## src/rtl/reset_sched.sv

```systemverilog
// reset_sched: hands host reset-timing configurations to the pixel-array reset pulse
// generator, switching timing only at the start of a low phase, with continuous and burst modes.
module reset_sched #(
  parameter int TIME_W = 16,
  parameter int CNT_W  = 16
) (
  input  logic              clk,
  input  logic              reset,
  input  logic              cfg_valid,
  output logic              cfg_ready,
  input  logic [1:0]        cfg_mode,
  input  logic [TIME_W-1:0] cfg_high,
  input  logic [TIME_W-1:0] cfg_low,
  input  logic [CNT_W-1:0]  cfg_count,
  input  logic              gen_out,
  output logic              gen_rst,
  output logic [TIME_W-1:0] gen_high_time,
  output logic [TIME_W-1:0] gen_low_time,
  output logic [CNT_W-1:0]  period_count,
  output logic              busy,
  output logic              done
);

  typedef enum logic [1:0] {
    ST_IDLE    = 2'd0,
    ST_RESTART = 2'd1,
    ST_RUN     = 2'd2
  } state_t;

  localparam logic [1:0]        MODE_CONT  = 2'b01;
  localparam logic [1:0]        MODE_BURST = 2'b10;
  localparam logic [TIME_W-1:0] TIME_MAX   = {TIME_W{1'b1}};
  localparam logic [TIME_W-1:0] TIME_ZERO  = {TIME_W{1'b0}};
  localparam logic [CNT_W-1:0]  CNT_MAX    = {CNT_W{1'b1}};
  localparam logic [CNT_W-1:0]  CNT_ZERO   = {CNT_W{1'b0}};
  localparam logic [CNT_W-1:0]  CNT_ONE    = {{(CNT_W-1){1'b0}}, 1'b1};

  // Stop (00) and reserved (11) both park the generator.
  function automatic logic is_run_mode(input logic [1:0] mode);
    return (mode == MODE_CONT) || (mode == MODE_BURST);
  endfunction

  function automatic logic [CNT_W-1:0] burst_target(input logic [CNT_W-1:0] cnt);
    return (cnt == CNT_ZERO) ? CNT_ONE : cnt;
  endfunction

  state_t              state_r, state_nxt;
  logic                rst_cnt_r, rst_cnt_nxt;
  logic                first_run_r, first_run_nxt;
  logic                gen_out_d_r;
  logic                pend_r, pend_nxt;
  logic [1:0]          pend_mode_r, pend_mode_nxt;
  logic [TIME_W-1:0]   pend_high_r, pend_high_nxt;
  logic [TIME_W-1:0]   pend_low_r, pend_low_nxt;
  logic [CNT_W-1:0]    pend_count_r, pend_count_nxt;
  logic [1:0]          act_mode_r, act_mode_nxt;
  logic [TIME_W-1:0]   act_high_r, act_high_nxt;
  logic [TIME_W-1:0]   act_low_r, act_low_nxt;
  logic [CNT_W-1:0]    act_target_r, act_target_nxt;
  logic [CNT_W-1:0]    period_count_r, period_nxt;
  logic                done_r, done_nxt;
  logic                cfg_ready_r, cfg_ready_nxt;
  logic                gen_rst_r, gen_rst_nxt;
  logic                busy_r, busy_nxt;
  logic [TIME_W-1:0]   gen_high_r, gen_high_nxt;
  logic [TIME_W-1:0]   gen_low_r, gen_low_nxt;

  logic                xfer_s, fall_s, stuck_s, apply_s;
  logic [CNT_W-1:0]    cnt_inc_s;

  // First RUN cycle is masked: gen_out_d still reflects the generator while it was held in reset.
  assign xfer_s    = cfg_valid & cfg_ready_r;
  assign fall_s    = gen_out_d_r & ~gen_out & (state_r == ST_RUN) & ~first_run_r;
  assign stuck_s   = (act_high_r == TIME_ZERO) | (act_high_r == TIME_MAX);
  assign apply_s   = pend_r & (fall_s | stuck_s);
  assign cnt_inc_s = (period_count_r == CNT_MAX) ? period_count_r : period_count_r + CNT_ONE;

  // State, datapath and registered-output update.
  always_ff @(posedge clk) begin
    if (!reset) begin
      state_r        <= ST_IDLE;
      rst_cnt_r      <= 1'b0;
      first_run_r    <= 1'b0;
      gen_out_d_r    <= 1'b0;
      pend_r         <= 1'b0;
      pend_mode_r    <= 2'b00;
      pend_high_r    <= TIME_ZERO;
      pend_low_r     <= TIME_ZERO;
      pend_count_r   <= CNT_ZERO;
      act_mode_r     <= 2'b00;
      act_high_r     <= TIME_MAX;
      act_low_r      <= TIME_ZERO;
      act_target_r   <= CNT_ONE;
      period_count_r <= CNT_ZERO;
      done_r         <= 1'b0;
      cfg_ready_r    <= 1'b0;
      gen_rst_r      <= 1'b1;
      busy_r         <= 1'b0;
      gen_high_r     <= TIME_MAX;
      gen_low_r      <= TIME_ZERO;
    end else begin
      state_r        <= state_nxt;
      rst_cnt_r      <= rst_cnt_nxt;
      first_run_r    <= first_run_nxt;
      gen_out_d_r    <= gen_out;
      pend_r         <= pend_nxt;
      pend_mode_r    <= pend_mode_nxt;
      pend_high_r    <= pend_high_nxt;
      pend_low_r     <= pend_low_nxt;
      pend_count_r   <= pend_count_nxt;
      act_mode_r     <= act_mode_nxt;
      act_high_r     <= act_high_nxt;
      act_low_r      <= act_low_nxt;
      act_target_r   <= act_target_nxt;
      period_count_r <= period_nxt;
      done_r         <= done_nxt;
      cfg_ready_r    <= cfg_ready_nxt;
      gen_rst_r      <= gen_rst_nxt;
      busy_r         <= busy_nxt;
      gen_high_r     <= gen_high_nxt;
      gen_low_r      <= gen_low_nxt;
    end
  end

  // Next-state and datapath decisions.
  always_comb begin
    state_nxt      = state_r;
    rst_cnt_nxt    = 1'b0;
    first_run_nxt  = 1'b0;
    pend_nxt       = pend_r;
    pend_mode_nxt  = pend_mode_r;
    pend_high_nxt  = pend_high_r;
    pend_low_nxt   = pend_low_r;
    pend_count_nxt = pend_count_r;
    act_mode_nxt   = act_mode_r;
    act_high_nxt   = act_high_r;
    act_low_nxt    = act_low_r;
    act_target_nxt = act_target_r;
    period_nxt     = period_count_r;
    done_nxt       = 1'b0;
    case (state_r)
      ST_IDLE: begin
        if (xfer_s) begin
          if (is_run_mode(cfg_mode)) begin
            act_mode_nxt   = cfg_mode;
            act_high_nxt   = cfg_high;
            act_low_nxt    = cfg_low;
            act_target_nxt = burst_target(cfg_count);
            period_nxt     = CNT_ZERO;
            state_nxt      = ST_RESTART;
          end else begin
            done_nxt = 1'b1;
          end
        end else if (pend_r) begin
          // A transfer that landed on the same edge a burst finished is served here.
          pend_nxt = 1'b0;
          if (is_run_mode(pend_mode_r)) begin
            act_mode_nxt   = pend_mode_r;
            act_high_nxt   = pend_high_r;
            act_low_nxt    = pend_low_r;
            act_target_nxt = burst_target(pend_count_r);
            period_nxt     = CNT_ZERO;
            state_nxt      = ST_RESTART;
          end else begin
            done_nxt = 1'b1;
          end
        end else begin
          state_nxt = ST_IDLE;
        end
      end
      ST_RESTART: begin
        if (rst_cnt_r) begin
          state_nxt     = ST_RUN;
          first_run_nxt = 1'b1;
        end else begin
          rst_cnt_nxt = 1'b1;
        end
      end
      ST_RUN: begin
        if (xfer_s) begin
          pend_nxt       = 1'b1;
          pend_mode_nxt  = cfg_mode;
          pend_high_nxt  = cfg_high;
          pend_low_nxt   = cfg_low;
          pend_count_nxt = cfg_count;
        end else begin
          pend_nxt = pend_r;
        end
        if (apply_s) begin
          act_mode_nxt   = pend_mode_r;
          act_high_nxt   = pend_high_r;
          act_low_nxt    = pend_low_r;
          act_target_nxt = burst_target(pend_count_r);
          period_nxt     = CNT_ZERO;
          pend_nxt       = 1'b0;
          if (!is_run_mode(pend_mode_r)) begin
            state_nxt = ST_IDLE;
            done_nxt  = 1'b1;
          end else if (!fall_s) begin
            state_nxt = ST_RESTART;
          end else begin
            state_nxt = ST_RUN;
          end
        end else if (fall_s) begin
          period_nxt = cnt_inc_s;
          if ((act_mode_r == MODE_BURST) && (cnt_inc_s == act_target_r)) begin
            state_nxt = ST_IDLE;
            done_nxt  = 1'b1;
          end else begin
            state_nxt = ST_RUN;
          end
        end else begin
          state_nxt = ST_RUN;
        end
      end
      default: begin
        state_nxt = ST_IDLE;
      end
    endcase
  end

  // Output decode from the upcoming state, registered above.
  always_comb begin
    gen_rst_nxt   = 1'b0;
    busy_nxt      = 1'b0;
    cfg_ready_nxt = 1'b0;
    gen_high_nxt  = TIME_MAX;
    gen_low_nxt   = TIME_ZERO;
    case (state_nxt)
      ST_IDLE: begin
        cfg_ready_nxt = ~pend_nxt;
      end
      ST_RESTART: begin
        gen_rst_nxt  = 1'b1;
        busy_nxt     = 1'b1;
        gen_high_nxt = act_high_nxt;
        gen_low_nxt  = act_low_nxt;
      end
      ST_RUN: begin
        busy_nxt      = 1'b1;
        cfg_ready_nxt = ~pend_nxt;
        gen_high_nxt  = act_high_nxt;
        gen_low_nxt   = act_low_nxt;
      end
      default: begin
        cfg_ready_nxt = 1'b0;
      end
    endcase
  end

  assign cfg_ready     = cfg_ready_r;
  assign gen_rst       = gen_rst_r;
  assign gen_high_time = gen_high_r;
  assign gen_low_time  = gen_low_r;
  assign period_count  = period_count_r;
  assign busy          = busy_r;
  assign done          = done_r;

endmodule

```

## config.mk

```make
export PLATFORM = sky130hd
export DESIGN_NAME = reset_sched
export DESIGN_NICKNAME = d
export VERILOG_FILES = /design/src/rtl/reset_sched.sv
export SDC_FILE = /design/constraint.sdc
export NUM_CORES = 1
export LEC_CHECK = 0
export CAP_MARGIN = 25
export CORE_MARGIN = 4
export CORE_UTILIZATION = 50
export DETAILED_ROUTE_END_ITERATION = 8
export PLACE_DENSITY_LB_ADDON = 0.15
export SETUP_SLACK_MARGIN = 0.4
export SLEW_MARGIN = 40
export SYNTH_ARGS = -nofsm -noshare
export SYNTH_HDL_FRONTEND = slang
export SYNTH_SLANG_ARGS = --single-unit
export TNS_END_PERCENT = 20
```

## constraint.sdc

```tcl
create_clock -name clk -period 5.4 [get_ports clk]
set_input_delay 1.62 -clock clk [delete_from_list [all_inputs] [get_ports clk]]
set_output_delay 1.62 -clock clk [all_outputs]
set_load 0.01 [all_outputs]
```

=== After elaboration in Yosys (flattened, before gate mapping) ===
Index checks and enable logic that the tools add are counted.

* Eq/ne operators: 17
* Reduce and logical (&&, ||, !) cells: 17
* Multiplexer cells: 61
* Bitwise logic cells: 10
* Add/subtract/negate cells: 1

{| class="wikitable"
|+ Operators by type and width
! kind !! number
|-
| 2-to-1 mux 16 bit || 24
|-
| one-hot mux 16 bit (2 select lines) || 4
|-
| logical NOT 16 bit || 3
|-
| == test 16 bit, second input constant || 2
|-
| 2-to-1 mux 2 bit || 15
|-
| adder 16 x 1 -> 16 bit, second input constant || 1
|-
| == test 16 bit || 1
|-
| 2-to-1 mux 1 bit || 14
|-
| inequality test 3 bit, second input constant || 4
|-
| == test 2 bit, second input constant || 5
|-
| AND reduction 5 bit || 2
|-
| == test 2 x 1 -> 1 bit, second input constant || 4
|-
| AND reduction 2 bit || 4
|-
| one-hot mux 2 bit (3 select lines) || 1
|-
| AND 1 bit || 5
|-
| logical NOT 2 bit || 2
|-
| one-hot mux 1 bit (2 select lines) || 2
|-
| one-hot mux 2 bit (2 select lines) || 1
|-
| OR reduction 2 bit || 2
|-
| NOT 1 bit || 3
|-
| logical OR 1 bit || 2
|-
| inequality test 2 bit, second input constant || 1
|-
| OR 1 bit || 2
|-
| nonzero test 2 bit || 1
|-
| logical AND 1 bit || 1
|}

* Word-level logic and storage cells: 126
* Bits in registers: 158
* Bits of input ports: 54

=== Longest topological paths before layout ===
* Depth in word-level cells: 11
* Gate-level depth with buffers: 18
* Depth with buffers taken out: 14

=== Least setup slack after synthesis ===
Ideal clock, no wire load.

* Path type: input port to flip-flop
* Start point: input port gen_out
* End point: register gen_low_r[10], in the netlist gen_low_time[10]
* Cell stages on the path: 15
* Arrival time: 4.590 ns
* Data required time: 5.283 ns
* Slack: 0.693 ns
* Cell sequence: or3b_2 -> nor2_1 -> o2111ai_1 -> a22oi_1 -> nand4_1 -> or4_4 -> a22oi_1 -> ha_1 -> nand2b_1 -> clkbuf_1 -> inv_1 -> and2_0 -> clkbuf_1 -> a22oi_1 -> nand2_1

* Cells in the longest elaborated chain, start to end: 11

{| class="wikitable"
|+ RTL lines
! element !! line !! RTL
|-
| from (decl) || 15 || <nowiki>input logic gen_out,</nowiki>
|-
| NOT 1 bit * || 73 || <nowiki>assign fall_s = gen_out_d_r & ~gen_out & (state_r == ST_RUN) & ~first_run_r;</nowiki>
|-
| AND 1 bit * (3 in a row) || 73 ||
|-
| 2-to-1 mux 2 bit or OR 1 bit (tied branches) || 199, 75 ||
|-
| 2-to-1 mux 2 bit or AND 1 bit (tied branches) || 196, 75 ||
|-
| 2-to-1 mux 2 bit || 189 || <nowiki>if (apply_s) begin</nowiki>
|-
| one-hot mux 2 bit (3 select lines) || 141 || <nowiki>case (state_r)</nowiki>
|-
| == test 2 bit or == test 2 x 1 -> 1 bit (tied branches) || 229 || <nowiki>case (state_nxt)</nowiki>
|-
| OR reduction 2 bit (no line) || -- ||
|-
| AND reduction 2 bit (no line) || -- ||
|-
| to (signal assigned) || 121 || <nowiki>gen_low_r <= gen_low_nxt;</nowiki>
|-
| to (decl) || 66 || <nowiki>logic [TIME_W-1:0] gen_low_r, gen_low_nxt;</nowiki>
|}

Mark *: on every way between the ends. The rest lies on a longest branch, timed or not.
A chain may end at the register's enable or synchronous reset.

=== Final worst setup path ===
* Start point: input port gen_out
* End point: register gen_low_r[4], in the netlist gen_low_time[4]

The elaborated chain is that of the path after synthesis.

==> flow_metrics.env <==
export IMPL_status="complete, no violations"
export IMPL_critical_path_data_arrival_time_ps=5160
export IMPL_cts_hold_buffers_added=0
export IMPL_number_of_buffer_cells_added_on_primary_ports=105
export IMPL_maxCapViolations=0
export IMPL_synth_distinct_cells=67
export IMPL_cts_tree="yes"
export IMPL_worst_skew_pair_late_latency_ps=430
export IMPL_area_growth_pct=25.1
export IMPL_final_fill_count=1135
export IMPL_tritoncts_num_sinks=158
export IMPL_vias_per_cell=6.05
export IMPL_num_nets_final=966
export IMPL_clock_pin_slew_on_the_worst_setup_and_hold_paths_ps=60
export IMPL_number_of_global_route_vias_before_repair=6417
export IMPL_die_area_um2=15700
export IMPL_synth_warning_count=0
export IMPL_synth_nets=888
export IMPL_reg2reg_slack_ps=1140
export IMPL_worst_ep_required_time_ps=5770
export IMPL_power_per_cell_area_nw_per_um2=297
export IMPL_mappedNetlistArea_um2=6900
export IMPL_remaining_drc_errors=0
export IMPL_cellLeakagePower_nw=3.05
export IMPL_clk_root_buffer_cell="sky130_fd_sc_hd__clkbuf_16"
export IMPL_crit_path_start_kind="input pin"
export IMPL_setup_worst_path_class="input pin to flip-flop"
export IMPL_synth_avg_cell_area_um2=8.29
export IMPL_hold_path_class="flip-flop to flip-flop"
export IMPL_number_of_clock_buffers_inserted_by_tritoncts=17
export IMPL_rsz0062_at_grt="false"
export IMPL_netlist_instances=832
export IMPL_fin_setup_tns_ps=0
export IMPL_reg2reg_to="gen_low_time[4]"
export IMPL_routed_wire_length_per_instance_um=18.0
export IMPL_dp_final_hpwl_um=13100
export IMPL_worst_slew_pin_slew_ps=748
export IMPL_timing_critical_path_mode_cell="sky130_fd_sc_hd__a22oi_1"
export IMPL_die_height_um=125
export IMPL_final_period_minus_worst_setup_slack_ps=4790
export IMPL_boundaryPins=106
export IMPL_max_freq_mhz=209
export IMPL_fp_row_count=42
export IMPL_ctsResizeCount=0
export IMPL_drtIter0Drc=740
export IMPL_drt_antenna_violating_nets=0
export IMPL_worstHoldEndpoint="gen_low_time[11]"
export IMPL_fp_dieW_um=125
export IMPL_place_congestion=0.965
export IMPL_post_layout_nonfiller_instances=1099
export IMPL_instance_count_along_the_most_critical_hold_path=2
export IMPL_worst_path_max_fanout=14
export IMPL_start_util=0.515
export IMPL_sum_of_overflow_across_all_layers_after_global_routing=0
export IMPL_vias=6646
export IMPL_core_region_area_um2=13400
export IMPL_finalMaxSlewViolations=0
export IMPL_maxSlewHeadroom=0.497
export IMPL_detail_route_first_pass_iterations=5
export IMPL_most_frequent_cells_in_the_layout="sky130_fd_sc_hd__dfxtp_1 (158), sky130_fd_sc_hd__nand2_1 (146), sky130_fd_sc_hd__clkdlybuf4s50_1 (104)"
export IMPL_drt_wl_total_um=19700
export IMPL_critical_path_reg2reg_startpoint="period_count[0]"
export IMPL_synth_edff_count=0
export IMPL_gr_usage_all_layers=0.249
export IMPL_critPathCaptureType="flip-flop"
export IMPL_vdd_ir_drop_worst_mv=0.224
export IMPL_antenna_violations_before_repair=0
export IMPL_max_clock_path_buffers=2
export IMPL_ys_async_sr_fraction=0
export IMPL_seq_area_frac_synth=0.459
export IMPL_most_common_cell_after_layout_fill_and_taps_aside="sky130_fd_sc_hd__dfxtp_1"
export IMPL_critical_path_max_stage_delay_ps=580
export IMPL_cts_max_level=4
export IMPL_grt_first_pass_wirelength_um=32300
export IMPL_reg2reg_depth=13
export IMPL_count_of_state_elements_after_synthesis=158
export IMPL_diodes=0
export IMPL_synth_top_flop_cell="sky130_fd_sc_hd__dfxtp_1"
export IMPL_crit_path_top_delay_cell="sky130_fd_sc_hd__or4_4"
export IMPL_post_route_cells_drive_above_1_share=0.0910
export IMPL_finClkSkew_ps=11.7
export IMPL_hold_viol=0
export IMPL_timing_critical_path_cells="clkdlybuf4s50_1, or3b_2, nor2_1, o2111ai_1, a22oi_1, nand4_1, or4_4, a22oi_1, ha_1, buf_4, nor2_1, a22oi_1, nand2_1"
export IMPL_setup_violations=0
export IMPL_hold_start="act_low_r[11]"
export IMPL_post_cts_buffers=0
export IMPL_maximum_number_of_pins_on_one_net_before_global_route_repair=94
export IMPL_period_share=0.886
export IMPL_placedCellCount=1067
[how the worst max path moves through the flow]
stage	start	slack [ps]	cells after the start	end
2_1_floorplan	gen_out	690	15	gen_low_time[10]
3_3_place_gp	gen_out	290	14	gen_low_time[5]
3_5_place_dp	gen_out	180	14	gen_low_time[4]
4_1_cts	gen_out	600	14	gen_low_time[4]
5_1_grt	gen_out	450	14	gen_low_time[5]
6_report	gen_out	610	13	gen_low_time[4]
[final cells by class]
| type | instances | area, um^2 | area share |
|---|---|---|---|
| Clock buffer | 23 | 468 | 0.0542 |
| Clock inverter | 9 | 61.3 | 0.00710 |
| Inverter | 8 | 30.0 | 0.00348 |
| Multi-Input combinational cell | 603 | 3470 | 0.403 |
| Sequential cell | 158 | 3160 | 0.366 |
| Tap cell | 176 | 220 | 0.0255 |
| Timing Repair Buffer | 122 | 1210 | 0.141 |
[state kept, by name, indices dropped and copies added, names as in the netlist, 2 cells and up]
register / count
state_r: 2
gen_low_time: 16
act_target_r: 16
act_high_r: 16
pend_count_r: 16
gen_high_time: 16
pend_high_r: 16
act_mode_r: 2
period_count: 16
pend_low_r: 16
pend_mode_r: 2
act_low_r: 16
[Yosys cell counts, types with 12 or more instances]
cell | count | area (um^2)
sky130_fd_sc_hd__xnor2_1 | 12 | 105
sky130_fd_sc_hd__nor3_1 | 24 | 120
sky130_fd_sc_hd__a221o_1 | 18 | 180
sky130_fd_sc_hd__nand4_1 | 12 | 75.1
sky130_fd_sc_hd__o21ai_0 | 35 | 175
sky130_fd_sc_hd__nor2_1 | 72 | 270
sky130_fd_sc_hd__nand2_1 | 146 | 548
sky130_fd_sc_hd__nand3_1 | 18 | 90.1
sky130_fd_sc_hd__dfxtp_1 | 158 | 3160
sky130_fd_sc_hd__or2_2 | 16 | 100
sky130_fd_sc_hd__nor4_1 | 13 | 81.3
sky130_fd_sc_hd__a22oi_1 | 22 | 165
sky130_fd_sc_hd__clkbuf_1 | 48 | 180
sky130_fd_sc_hd__a221oi_1 | 16 | 140
sky130_fd_sc_hd__a21oi_1 | 82 | 410
[power by group]
group          internal (W)  leakage [nW]  switching (W)
clock network      0.000611         0.257       0.000472
registers           0.00120          1.28      0.0000316
logic              0.000118          1.51       0.000131
total               0.00193          3.05       0.000635
[metal layers]
layer / track usage / vias up / share of wire
met5: 0 / - / 0
met2: 0.396 / 300 / 0.47
met3: 0.0652 / 37 / 0.084
met4: 0.0810 / 0 / 0.019
li1: - / 3167 / -
met1: 0.332 / 3142 / 0.43
[logic make-up after synthesis]
family	synth area share
buf+inv	0.0412
compound gates	0.222
mux	0.00798
simple gates	0.241
fa+ha+maj	0.00363
flops	0.459
xor+xnor	0.0254
[critical path: cells and delay by family]
family	cells	cell delay, ps
and+or+nand+nor	6	1920
AOI/OAI and AO/OA	4	700
buffers and inverters	2	630
adders and majority gates	1	290
[metrics by stage]
stage / setup WS (ps) / hold slack, ps / cell area (um^2) / total power, W / util
2_1_floorplan: 693 / 430 / 6900 / 0.00139 / -
3_3_place_gp: 294 / 441 / 8050 / 0.00150 / 0.601
3_5_place_dp: 184 / 445 / 8100 / 0.00150 / 0.604
4_1_cts: 599 / 456 / 8630 / 0.00257 / 0.644
5_1_grt: 453 / 475 / 8630 / 0.00266 / 0.644
6_report: 613 / 456 / 8630 / 0.00257 / 0.644
Note: power is estimated with default switching activity, not from simulation.
